<file path="src/rtl/uart_receive.sv">
// uart_receive: 8N1 UART receiver, 2-flop input sync, mid-bit sampling.
// Define UART_RX_PARITY_EN for 8E1 frames and the parity_err strobe.
module uart_receive #(
    parameter int CLKS_PER_BIT = 10416,
    parameter int TMR_WIDTH    = 14,
    parameter int DATA_BITS    = 8
) (
    input  logic                 clk,
    input  logic                 rst,
    input  logic                 uart_rx,
    output logic [DATA_BITS-1:0] data,
    output logic                 data_valid,
    output logic                 frame_err,
`ifdef UART_RX_PARITY_EN
    output logic                 parity_err,
`endif
    output logic                 busy
);

    localparam logic [TMR_WIDTH-1:0] T_LAST =
        TMR_WIDTH'(CLKS_PER_BIT - 1);
    localparam logic [TMR_WIDTH-1:0] T_MID =
        TMR_WIDTH'(CLKS_PER_BIT / 2 - 1);
    localparam int IDX_W = $clog2(DATA_BITS + 1);
    localparam logic [IDX_W-1:0] I_LAST = IDX_W'(DATA_BITS - 1);

    typedef enum logic [2:0] {
        IDLE,
        START,
        DATA,
`ifdef UART_RX_PARITY_EN
        PARITY,
`endif
        STOP,
        BREAK
    } state_t;

    state_t               state;
    logic                 rx_m;
    logic                 rx_s;
    logic [TMR_WIDTH-1:0] tmr;
    logic [IDX_W-1:0]     idx;
    logic [DATA_BITS-1:0] shreg;
    logic                 bit_end;
`ifdef UART_RX_PARITY_EN
    logic                 par_bad;
`endif

    assign bit_end = (tmr == T_LAST);

    always_ff @(posedge clk) begin
        if (rst) begin
            rx_m <= 1'b1;
            rx_s <= 1'b1;
        end else begin
            rx_m <= uart_rx;
            rx_s <= rx_m;
        end
    end

    always_ff @(posedge clk) begin
        if (rst) begin
            state      <= IDLE;
            tmr        <= '0;
            idx        <= '0;
            shreg      <= '0;
            data       <= '0;
            data_valid <= 1'b0;
            frame_err  <= 1'b0;
            busy       <= 1'b0;
`ifdef UART_RX_PARITY_EN
            parity_err <= 1'b0;
            par_bad    <= 1'b0;
`endif
        end else begin
            data_valid <= 1'b0;
            frame_err  <= 1'b0;
`ifdef UART_RX_PARITY_EN
            parity_err <= 1'b0;
`endif
            tmr <= bit_end ? '0 : tmr + 1'b1;
            unique case (state)
                IDLE: begin
                    if (!rx_s) begin
                        state <= START;
                        tmr   <= '0;
                        busy  <= 1'b1;
                    end
                end
                START: begin
                    // Realign the timer to mid-bit for all later samples
                    if (tmr == T_MID) begin
                        tmr <= '0;
                        if (rx_s) begin
                            state <= IDLE;
                            busy  <= 1'b0;
                        end else begin
                            state <= DATA;
                            idx   <= '0;
                        end
                    end
                end
                DATA: begin
                    if (bit_end) begin
                        shreg <= {rx_s, shreg[DATA_BITS-1:1]};
                        idx   <= idx + 1'b1;
                        if (idx == I_LAST) begin
                            tmr <= '0;
`ifdef UART_RX_PARITY_EN
                            state <= PARITY;
`else
                            state <= STOP;
`endif
                        end
                    end
                end
`ifdef UART_RX_PARITY_EN
                PARITY: begin
                    if (bit_end) begin
                        par_bad <= ^{shreg, rx_s};
                        state   <= STOP;
                        tmr     <= '0;
                    end
                end
`endif
                STOP: begin
                    if (bit_end) begin
                        tmr <= '0;
                        if (rx_s) begin
                            state <= IDLE;
                            busy  <= 1'b0;
`ifdef UART_RX_PARITY_EN
                            if (par_bad) begin
                                parity_err <= 1'b1;
                            end else begin
                                data       <= shreg;
                                data_valid <= 1'b1;
                            end
`else
                            data       <= shreg;
                            data_valid <= 1'b1;
`endif
                        end else begin
                            frame_err <= 1'b1;
                            state     <= BREAK;
                        end
                    end
                end
                BREAK: begin
                    if (rx_s) begin
                        state <= IDLE;
                        busy  <= 1'b0;
                        tmr   <= '0;
                    end
                end
                default: begin
                    state <= IDLE;
                    busy  <= 1'b0;
                    tmr   <= '0;
                end
            endcase
        end
    end

endmodule

</file>
<file path="config.mk">
export PLATFORM = sky130hd
export DESIGN_NAME = uart_receive
export DESIGN_NICKNAME = d
export VERILOG_FILES = /design/src/rtl/uart_receive.sv
export SDC_FILE = /design/constraint.sdc
export NUM_CORES = 1
export LEC_CHECK = 0
export BUFFER_PORTS_ARGS = -buffer_cell sky130_fd_sc_hd__buf_2
export CORE_MARGIN = 2
export CORE_UTILIZATION = 58
export CTS_CLUSTER_SIZE = 30
export DETAILED_ROUTE_END_ITERATION = 12
export PLACE_DENSITY = 0.75
export SYNTH_ARGS = -nofsm -noshare
export SYNTH_HDL_FRONTEND = slang
export SYNTH_SLANG_ARGS = --single-unit
</file>
<file path="constraint.sdc">
create_clock -name clk -period 2.4 [get_ports clk]
set_input_delay 0 -clock clk [delete_from_list [all_inputs] [get_ports clk]]
set_output_delay 0 -clock clk [all_outputs]
set_load 0.005 [all_outputs]
</file>
==> flow_metrics.py, run 1 <==
metrics = {
    "critical_path": {
        "crit_path_start_kind": "flip-flop",
        "arrival_ns": 2.32,
        "cp_cell_sequence": "ha_1 -> nand3_1 -> nor4_2 -> buf_4 -> and3_1 -> buf_4 -> mux2i_1 -> nor2_1",
        "critPathCaptureType": "flip-flop",
        "critical_path_class": "flip-flop to flip-flop",
        "required_ns": 2.65,
        "critPathMaxFanout": 9,
        "path_buf_inv": 2,
        "max_stage_delay_ns": 0.38,
        "cp_top_family": "simple AND/OR/NAND/NOR gates",
        "slowest_stage": "dfxtp_1",
        "r2r_slack_ns": 0.33,
        "cp_common_cell": "buf_4",
    },
    "global_route": {
        "antenna_found_initial": 0,
        "grt_pass1_vias": 1273,
        "grt_max_degree": 28,
        "grt_pass1_wl_mm": 5.74,
        "grt_use_total_pct": 21.5,
        "gr-total-overflow": 0,
    },
    "clock_network": {
        "cts_buffers": 5,
        "cts_tree": "done",
        "clock_latency_ns": 0.36,
        "cts_root_buffer": "clkbuf_4",
        "cts_buffer_depth": 2,
        "post_cts_buffers": 0,
        "path_clk_slew_ns": 0.13,
        "cts_resized": 0,
        "cts_sinks": 42,
        "cts-hold-fix-buffers": 1,
        "htreeDepth": 2,
    },
    "detailed_routing": {
        "route.detailed.wl_per_inst_um": 13.2,
        "vias_per_cell": 5.42,
        "drtPass1Iterations": 4,
        "drc": 0,
        "drtIter0Drc": 76,
        "ant_nets": 0,
        "dr_total_vias": 1426,
        "wirelength_mm": 3.46,
    },
    "place": {
        "gp_congestion": 0.844,
        "port_buffers": 13,
        "place_hpwl_mm": 2.53,
        "dp.cells": 254,
    },
    "logic_synthesis": {
        "netlist.area_leader.share_pct": 45.6,
        "syn_area_sq_um": 1840,
        "ys_types": 39,
        "synth-seq-area-share_pct": 45.6,
        "syn_inst": 203,
        "synth_area_leaders": "dfxtp_1 46%, nor2_1 8.8%, mux2i_1 8.7%",
        "syn_avg_cell_area_sq_um": 9.09,
        "ys_warn_count": 0,
        "yosysTopAreaCell": "dfxtp_1",
        "yosys_register_bits": 42,
        "synth.net_count": 208,
    },
    "timing": {
        "max-slew-margin-rel_pct": 70.2,
        "finalHoldViolCount": 0,
        "fin_crit_ns": 2.07,
        "max_freq_ghz": 0.483,
        "setup_violations": 0,
        "tightest_slew_ns": 0.447,
        "rsz0062_at_grt": "no",
        "tns_ns": 0,
        "min_period_over_period_pct": 86.3,
        "finalMaxSlewViolations": 0,
        "skew_ns": 0.00885,
    },
    "layout": {
        "fill_cells": 267,
        "fin_nets": 223,
        "multi_input_area_sq_um": 938,
        "area_delta_synth_final_pct": 9.50,
        "n_antenna_cell": 0,
        "register_area_sq_um": 841,
        "instances_no_fill": 263,
        "drive_gt1_share_pct": 15.1,
    },
    "power": {
        "power.density_nw_per_um2": 588,
        "p_seq_share_pct": 61.3,
        "switching_share_pct": 26.8,
        "power_frac_comb_pct": 8.4,
        "power.leakage_uw": 0.000784,
        "vdd_drop_max_v": 0.000483,
        "switching_power_uw": 319,
        "p_int_uw": 870,
        "p_clk_share_pct": 30.3,
    },
    "floorplanning": {
        "die_h_um": 60.4,
        "pin_count": 14,
        "die_w_um": 60.4,
        "coreArea_sq_um": 3030,
        "die_area_sq_um": 3650,
        "rows": 20,
        "initial_core_util_pct": 60.9,
    },
    "status": {
        "outcome": "complete, no violations",
    },
    "hold_path": {
        "hold_class": "input pin to flip-flop",
    },
    "flow_run": {
        "drv_cap": 0,
    },
}
## flip-flops by register name, indices dropped and copies added, names as in the netlist
| name | cells |
|---|---|
| data | 8 |
| rx_s | 1 |
| state | 3 |
| rx_m | 1 |
| data_valid | 1 |
| tmr | 14 |
| idx | 4 |
| frame_err | 1 |
| shreg | 8 |
| busy | 1 |
## stage by stage
stage               hold slack [ns]  instance area, sq um  power [uW]  worst slack [ns]  utilization (%)
floorplan                     0.104                  1840         820             0.485                -
global placement              0.184                  1950         836             0.425             64.3
detailed placement            0.187                  1950         842             0.335             64.3
CTS                          0.0334                  2020        1200             0.324             66.7
global route                 0.0563                  2020        1240             0.202             66.7
finish                       0.0548                  2020        1190             0.329             66.7
## Yosys cell counts (all sizes together)
| master | instances |
|---|---|
| a211oi | 2 |
| a21boi | 2 |
| a21oi | 7 |
| a22oi | 1 |
| and2 | 1 |
| and3 | 5 |
| buf | 5 |
| clkbuf | 5 |
| dfxtp | 42 |
| ha | 2 |
| inv | 5 |
| mux2i | 16 |
| nand2 | 13 |
| nand3 | 6 |
| nand3b | 1 |
| nand4 | 3 |
| nand4bb | 3 |
| nor2 | 43 |
| nor2b | 4 |
| nor3 | 4 |
| nor3b | 1 |
| nor4 | 3 |
| o2111ai | 1 |
| o211ai | 2 |
| o21ai | 2 |
| o22ai | 1 |
| o41ai | 1 |
| or2 | 3 |
| or3 | 2 |
| or4 | 2 |
| or4b | 1 |
| xnor2 | 6 |
| xor2 | 8 |
## final timing paths
| check | from | end | cells after the start |
|---|---|---|---|
| hold / removal | rst | state[1]$_SDFFE_PP0P_ | 2 |
| setup / recovery | tmr[0]$_SDFF_PP0_ | data[5]$_SDFFE_PP0P_ | 8 |
| hold reg to reg | rx_m$_SDFF_PP1_ | rx_s$_SDFF_PP1_ | 1 |
| setup reg to reg | tmr[0]$_SDFF_PP0_ | data[5]$_SDFFE_PP0P_ | 8 |
## cell families after synthesis
group | after synthesis | share of synthesized area, %
simple gates | 95 | 26.1
xor+xnor | 14 | 6.65
mux | 16 | 8.68
fa+ha+maj | 2 | 1.36
buf+inv | 15 | 3.53
compound gates | 19 | 8.07
flops | 42 | 45.6
## per-layer routing
| layer | routed length (um) | vias up | GRT usage, % |
|---|---|---|---|
| met2 | 1660 | 34 | 34.2 |
| met3 | 150 | 8 | 4.69 |
| li1 | - | 723 | - |
| met5 | 0 | - | 0 |
| met1 | 1590 | 661 | 27.1 |
| met4 | 61 | 0 | 11.7 |
## area by class of cell
cell class | instances | share of cell area (%)
Multi-Input combinational cell | 146 | 46.5
Sequential cell | 42 | 41.6
Timing Repair Buffer | 18 | 5.20
Tap cell | 44 | 2.73
Clock buffer | 5 | 1.86
Clock inverter | 3 | 1.18
Inverter | 5 | 0.929
## cell usage in the layout, fill, tap and decap left out, drive strengths merged, types with 2 or more instances in the layout
| master | count |
|---|---|
| or4 | 2 |
| inv | 6 |
| nor3 | 4 |
| a211oi | 2 |
| buf | 17 |
| nand4bb | 3 |
| or3 | 2 |
| clkinvlp | 2 |
| nand3 | 6 |
| and3 | 5 |
| or2 | 3 |
| a21oi | 7 |
| nor4 | 3 |
| nand4 | 3 |
| xnor2 | 6 |
| ha | 2 |
| dfxtp | 42 |
| mux2i | 16 |
| a21boi | 2 |
| nor2 | 43 |
| nand2 | 13 |
| clkbuf | 5 |
| xor2 | 8 |
| o211ai | 2 |
| nor2b | 4 |
| o21ai | 2 |
## power by group through the flow
stage	Sequential (uW)	Clock (uW)	Combinational, uW
after global placement	742	0	94.5
after global routing	730	398	115
after detailed placement	743	0	98.7
after floorplan	732	0	87.8
final	728	360	99.9
after CTS	728	371	101
Power figures use the tool's default switching activity.
==> run 2, diff against run 1 <==
Settings changed: CORE_UTILIZATION 58 to 52, PLACE_DENSITY 0.75 to 0.71.
Clock period 2.4 ns to 1.8 ns, I/O delays scaled along.
==> run 2 against run 1 <==
Sequential power up 33%. Worst hold slack better by 0.0041 ns. Clock power up 110%. Highest routed layer unchanged. Register-to-register slack worse by 0.39 ns. Cell area up 17%. The flow now finishes with violations (setup timing). Core utilization up 3.5 points. Clock-buffer cell count unchanged. Clock skew up 0.0031 ns. Die area up 11%. Critical path depth down 3. Non-clock buffer count up 24.
==> flow_metrics.py, run 2 (synthesis results as in run 1) <==
metrics = {
    "status": {
        "outcome": "complete, but fails checks",
        "violations": "setup timing",
    },
    "detailed_routing": {
        "vias_per_cell": 5.26,
        "drtPass1Iterations": 5,
        "route.detailed.wl_per_inst_um": 13.6,
        "drc": 0,
        "dr_total_vias": 1520,
        "wirelength_mm": 3.92,
        "drtIter0Drc": 80,
        "ant_nets": 0,
    },
    "clock_network": {
        "cts_tree": "done",
        "cts_root_buffer": "clkbuf_4",
        "htreeDepth": 2,
        "cts_buffers": 5,
        "clock_latency_ns": 0.36,
        "cts_buffer_depth": 2,
        "cts_sinks": 42,
        "path_clk_slew_ns": 0.13,
    },
    "global_route": {
        "met3_usage_pct": 3.39,
        "antenna_found_initial": 0,
        "grt_max_degree": 28,
        "use_met2_pct": 36.7,
        "grt_use_total_pct": 21.9,
        "grt_pass1_wl_mm": 7.00,
        "gr-usage-met1_pct": 28.1,
        "gr-max-usage-layer": "met2",
        "gr-total-overflow": 0,
        "grt_pass1_vias": 1543,
    },
    "floorplanning": {
        "pin_count": 14,
        "coreArea_sq_um": 3360,
        "die_area_sq_um": 4040,
        "die_h_um": 63.6,
        "rows": 21,
        "die_w_um": 63.6,
        "initial_core_util_pct": 54.8,
    },
    "critical_path": {
        "startpoint": "tmr[3]$_SDFF_PP0_",
        "critPathMaxFanout": 2,
        "arrival_ns": 2.15,
        "critical_path_class": "flip-flop to flip-flop",
        "critPathCaptureType": "flip-flop",
        "required_ns": 2.09,
        "crit_path_start_kind": "flip-flop",
        "worstReg2RegStart": "tmr[3]$_SDFF_PP0_",
    },
    "timing": {
        "setup_violations": 15,
        "finalMaxSlewViolations": 0,
        "fin_crit_ns": 1.86,
        "min_period_over_period_pct": 103,
        "layout_setup_ws_ns": -0.0599,
        "rsz0062_at_grt": "yes",
        "skew_ns": 0.0120,
        "tightest_slew_ns": 0.453,
        "max_freq_ghz": 0.538,
        "tns_ns": -0.195,
        "max-slew-margin-rel_pct": 69.8,
        "finalHoldViolCount": 0,
    },
    "power": {
        "vdd_drop_max_v": 0.000722,
        "power.density_nw_per_um2": 811,
        "power.leakage_uw": 0.000960,
        "total_power_uw": 1910,
    },
    "hold_path": {
        "hold_class": "input pin to flip-flop",
        "min_from": "rst",
    },
    "place": {
        "gp_congestion": 0.895,
        "place_hpwl_mm": 2.77,
        "port_buffers": 13,
    },
    "layout": {
        "largest_reg_flops": 14,
        "most-common-layout-cells": "43 x nor2_1, 37 x dfxtp_1, 25 x buf_4",
        "top_register": "tmr",
        "drive_gt1_share_pct": 28.4,
        "area_delta_synth_final_pct": 28.0,
        "reg.largest.list": "tmr: 14 flops, data: 8 flops, shreg: 8 flops",
        "multi_input_area_sq_um": 1020,
        "register_area_sq_um": 847,
        "mostFrequentLayoutCell": "nor2_1",
        "n_antenna_cell": 0,
        "final_util_pct": 70.2,
        "fill_cells": 276,
        "fin_nets": 247,
    },
    "flow_run": {
        "drv_cap": 0,
    },
}
==> run 2: cell types whose count changed in the layout (fill, tap and decap cells not counted), sizes merged <==
cell      before  now
bufinv         0    2
inv            6    5
clkinvlp       2    0
clkinv         0    1
buf           17   41
==> run 2: critical path, cell delays in order, from the launching register on <==
cell and delay, ns:
dfxtp_1 0.33, or4_4 0.55, o41ai_4 0.27, o211ai_2 0.14, or3_1 0.36, a21boi_1 0.15
==> run 2: worst paths after layout <==
path         slack, ns  cells past startpoint                   end
max              -0.06                      5   idx[3]$_SDFFE_PP0P_
min               0.06                      2  data[4]$_SDFFE_PP0P_
max reg2reg      -0.06                      5   idx[3]$_SDFFE_PP0P_
min reg2reg       0.44                      1       rx_s$_SDFF_PP1_
==> run 2: power by group <==
part           internal [uW]  switching, uW  total (uW)
Combinational           94.1           98.1         192
Clock                    434            318         752
Sequential               950           19.3         970
Total                   1480            435        1910
==> run 2: layout make-up <==
class / instances / area share [%]
Clock buffer: 5 / 1.59
Clock inverter: 3 / 2.92
Inverter: 5 / 0.795
Multi-Input combinational cell: 146 / 43.1
Sequential cell: 42 / 35.9
Tap cell: 46 / 2.44
Timing Repair Buffer: 42 / 13.3
==> run 2: routing by layer <==
layer / part of all wire [%] / routed length (um)
met2: 48 / 1870
met5: 0 / 0
met3: 4.0 / 155
met4: 2.2 / 86
met1: 46 / 1810
==> run 2: through the flow <==
stage | worst slack [ns] | hold slack (ns) | cell area, sq um | instances
3_3_place_gp | -0.0434 | 0.183 | 2150 | 278
3_5_place_dp | -0.131 | 0.190 | 2150 | 278
6_report | -0.0599 | 0.0589 | 2360 | 289
4_1_cts | -0.0672 | 0.0566 | 2300 | 287
2_1_floorplan | -0.0377 | 0.104 | 1850 | 203
5_1_grt | -0.145 | 0.0798 | 2360 | 289
==> run 2: what timing repair did <==
| item | 4_1_cts | 5_1_grt |
|---|---|---|
| pin swaps | 1 | 4 |
| hold buffers | 1 | 0 |
| resized for setup | 5 | 12 |
| endpoints found under the hold margin | 1 | 0 |
| buffers inserted | 0 | 2 |
| setup endpoints to repair | 24 | 30 |
==> run 3, diff against run 2 <==
Settings changed: CTS_CLUSTER_SIZE 30 to 40, PLACE_DENSITY 0.71 to 0.73.
==> run 3 against run 2 <==
Via count rose by 2.2%. Clock power fell by 34%. Total power fell by 12%. Final cell count fell by 1.0%. First-iteration DRC count rose by 29%. Combinational power rose by 11%. Core utilization fell by 0.22 points. Clock-buffer cell count did not move. Register-to-register slack barely moved. Routed wire length rose by 5.9%. The flow still finishes with violations (setup timing). Flip-flop and latch count did not move. Critical path type unchanged.
==> flow_metrics.py, run 3 (synthesis results as in run 1) <==
metrics = {
    "critical_path": {
        "critPathMaxFanout": 4,
        "max_stage_delay_ns": 0.53,
        "required_ns": 2.12,
        "arrival_ns": 2.19,
        "worstReg2RegStart": "tmr[8]$_SDFF_PP0_",
        "startpoint": "tmr[8]$_SDFF_PP0_",
        "reg2reg_to": "idx[3]$_SDFFE_PP0P_",
        "critical_path_class": "flip-flop to flip-flop",
        "critPathCaptureType": "flip-flop",
        "cp_cell_sequence": "or4b_1 -> nor4_2 -> o211ai_2 -> or3_1 -> a21boi_1",
        "critical_path.endpoint": "idx[3]$_SDFFE_PP0P_",
        "slowest_stage": "or4b_1",
        "r2r_slack_ns": -0.07,
        "crit_path_start_kind": "flip-flop",
        "r2r.worst_path.cells": 5,
    },
    "timing": {
        "fin_crit_ns": 1.87,
        "max-slew-margin-rel_pct": 67.6,
        "skew_ns": 0.00822,
        "tightest_slew_ns": 0.487,
        "layout_setup_ws_ns": -0.0745,
        "tns_ns": -0.0845,
        "setup_violations": 3,
        "finalMaxSlewViolations": 0,
        "max_freq_ghz": 0.533,
        "finalHoldViolCount": 0,
        "min_period_over_period_pct": 104,
        "rsz0062_at_grt": "yes",
    },
    "clock_network": {
        "cts_root_buffer": "clkbuf_4",
        "clock_latency_ns": 0.37,
        "cts_buffer_depth": 2,
        "cts_tree": "done",
        "htreeDepth": 2,
        "path_clk_slew_ns": 0.14,
        "cts_buffers": 5,
        "cts_sinks": 42,
    },
    "layout": {
        "drive_gt1_share_pct": 32.1,
        "most-common-layout-cells": "42 x nor2_1, 37 x dfxtp_1, 22 x buf_4",
        "area_delta_synth_final_pct": 27.5,
        "final_util_pct": 69.9,
        "reg.largest.list": "tmr: 14 flops, data: 8 flops, shreg: 8 flops",
        "fin_area_sq_um": 2350,
        "largest_reg_flops": 14,
        "top_register": "tmr",
        "n_antenna_cell": 0,
        "mostFrequentLayoutCell": "nor2_1",
        "fill_cells": 280,
        "instances_no_fill": 286,
        "fin_nets": 244,
    },
    "detailed_routing": {
        "route.detailed.wl_per_inst_um": 14.5,
        "drtIter0Drc": 103,
        "ant_nets": 0,
        "wl_met3_um": 128,
        "drtPass1Iterations": 4,
        "met1Wirelength_mm": 1.81,
        "vias_per_cell": 5.43,
        "wirelength_mm": 4.15,
        "dr_wl_met2_mm": 2.12,
        "drc": 0,
        "dr_total_vias": 1554,
        "top_layer_used": "met4",
    },
    "flow_run": {
        "drv_cap": 0,
    },
    "power": {
        "power.leakage_uw": 0.000921,
        "switching_power_uw": 468,
        "switching_share_pct": 27.9,
        "power.density_nw_per_um2": 713,
        "p_seq_share_pct": 57.7,
        "power_frac_comb_pct": 12.7,
        "p_int_uw": 1210,
        "p_clk_share_pct": 29.6,
        "vdd_drop_max_v": 0.000493,
    },
    "global_route": {
        "grt_max_degree": 28,
        "grt_pass1_vias": 1568,
        "grt_pass1_wl_mm": 6.85,
        "grt_use_total_pct": 21.7,
        "gr-total-overflow": 0,
        "antenna_found_initial": 0,
    },
    "hold_path": {
        "hold_class": "input pin to flip-flop",
    },
    "floorplanning": {
        "coreArea_sq_um": 3360,
        "die_area_sq_um": 4040,
        "initial_core_util_pct": 54.8,
        "die_w_um": 63.6,
        "die_h_um": 63.6,
        "rows": 21,
        "pin_count": 14,
    },
    "status": {
        "violations": "setup timing",
        "outcome": "complete, but fails checks",
    },
    "place": {
        "gp_congestion": 0.886,
        "place_area_sq_um": 2130,
        "dp.cells": 275,
        "port_buffers": 13,
        "place_hpwl_mm": 2.70,
    },
}
[run 3: how the worst min path moves through the flow]
| stage | startpoint | end | depth (start not counted) |
|---|---|---|---|
| floorplan | uart_rx | rx_m$_SDFF_PP1_ | 1 |
| global placement | uart_rx | rx_m$_SDFF_PP1_ | 2 |
| detailed placement | uart_rx | rx_m$_SDFF_PP1_ | 2 |
| CTS | rst | data[7]$_SDFFE_PP0P_ | 2 |
| global route | rst | data[6]$_SDFFE_PP0P_ | 2 |
| finish | rst | data[7]$_SDFFE_PP0P_ | 2 |
[run 3: cell type report]
cell class / instances / area, sq um / share of cell area [%]
sequential: 42 / 847 / 36.0
timing repair buffer: 39 / 292 / 12.4
tap: 46 / 57.6 / 2.45
clock inverter: 3 / 23.8 / 1.01
clock buffer: 5 / 37.5 / 1.60
multi-input combinational: 146 / 1080 / 45.7
inverter: 5 / 18.8 / 0.798
[run 3: power groups by stage]
| stage | Sequential, uW | Clock (uW) | Combinational [uW] |
|---|---|---|---|
| after floorplan | 977 | 0 | 117 |
| final | 967 | 497 | 213 |
| after CTS | 962 | 503 | 185 |
| after global routing | 969 | 553 | 234 |
| after global placement | 981 | 0 | 176 |
| after detailed placement | 981 | 0 | 180 |
[run 3: worst max-delay path: cells and delay by family (launching register included)]
family           cells  cell delay [ns]
AO/OA/AOI/OAI        2             0.26
AND/OR/NAND/NOR      3             1.19
flip-flops           1             0.37
[run 3: stage by stage]
step	setup WS [ns]	hold WS, ns	total power [uW]
6_report	-0.0745	0.0661	1680
5_1_grt	-0.121	0.0619	1760
4_1_cts	-0.0519	0.0429	1650
3_5_place_dp	-0.0974	0.184	1160
3_3_place_gp	0.00367	0.186	1160
2_1_floorplan	-0.0377	0.104	1090
[run 3: layer usage]
metal	up-vias	track usage [%]
li1	767	-
met1	744	26.3
met2	31	36.4
met3	12	4.46
met4	0	10.6
met5	-	0
[run 3: repair_timing]
item	CTS	global route
pin swaps	1	6
resized for setup	6	23
setup buffers	0	2
endpoints found under the setup margin	34	35
hold buffers	1	0
hold endpoints to repair	1	0
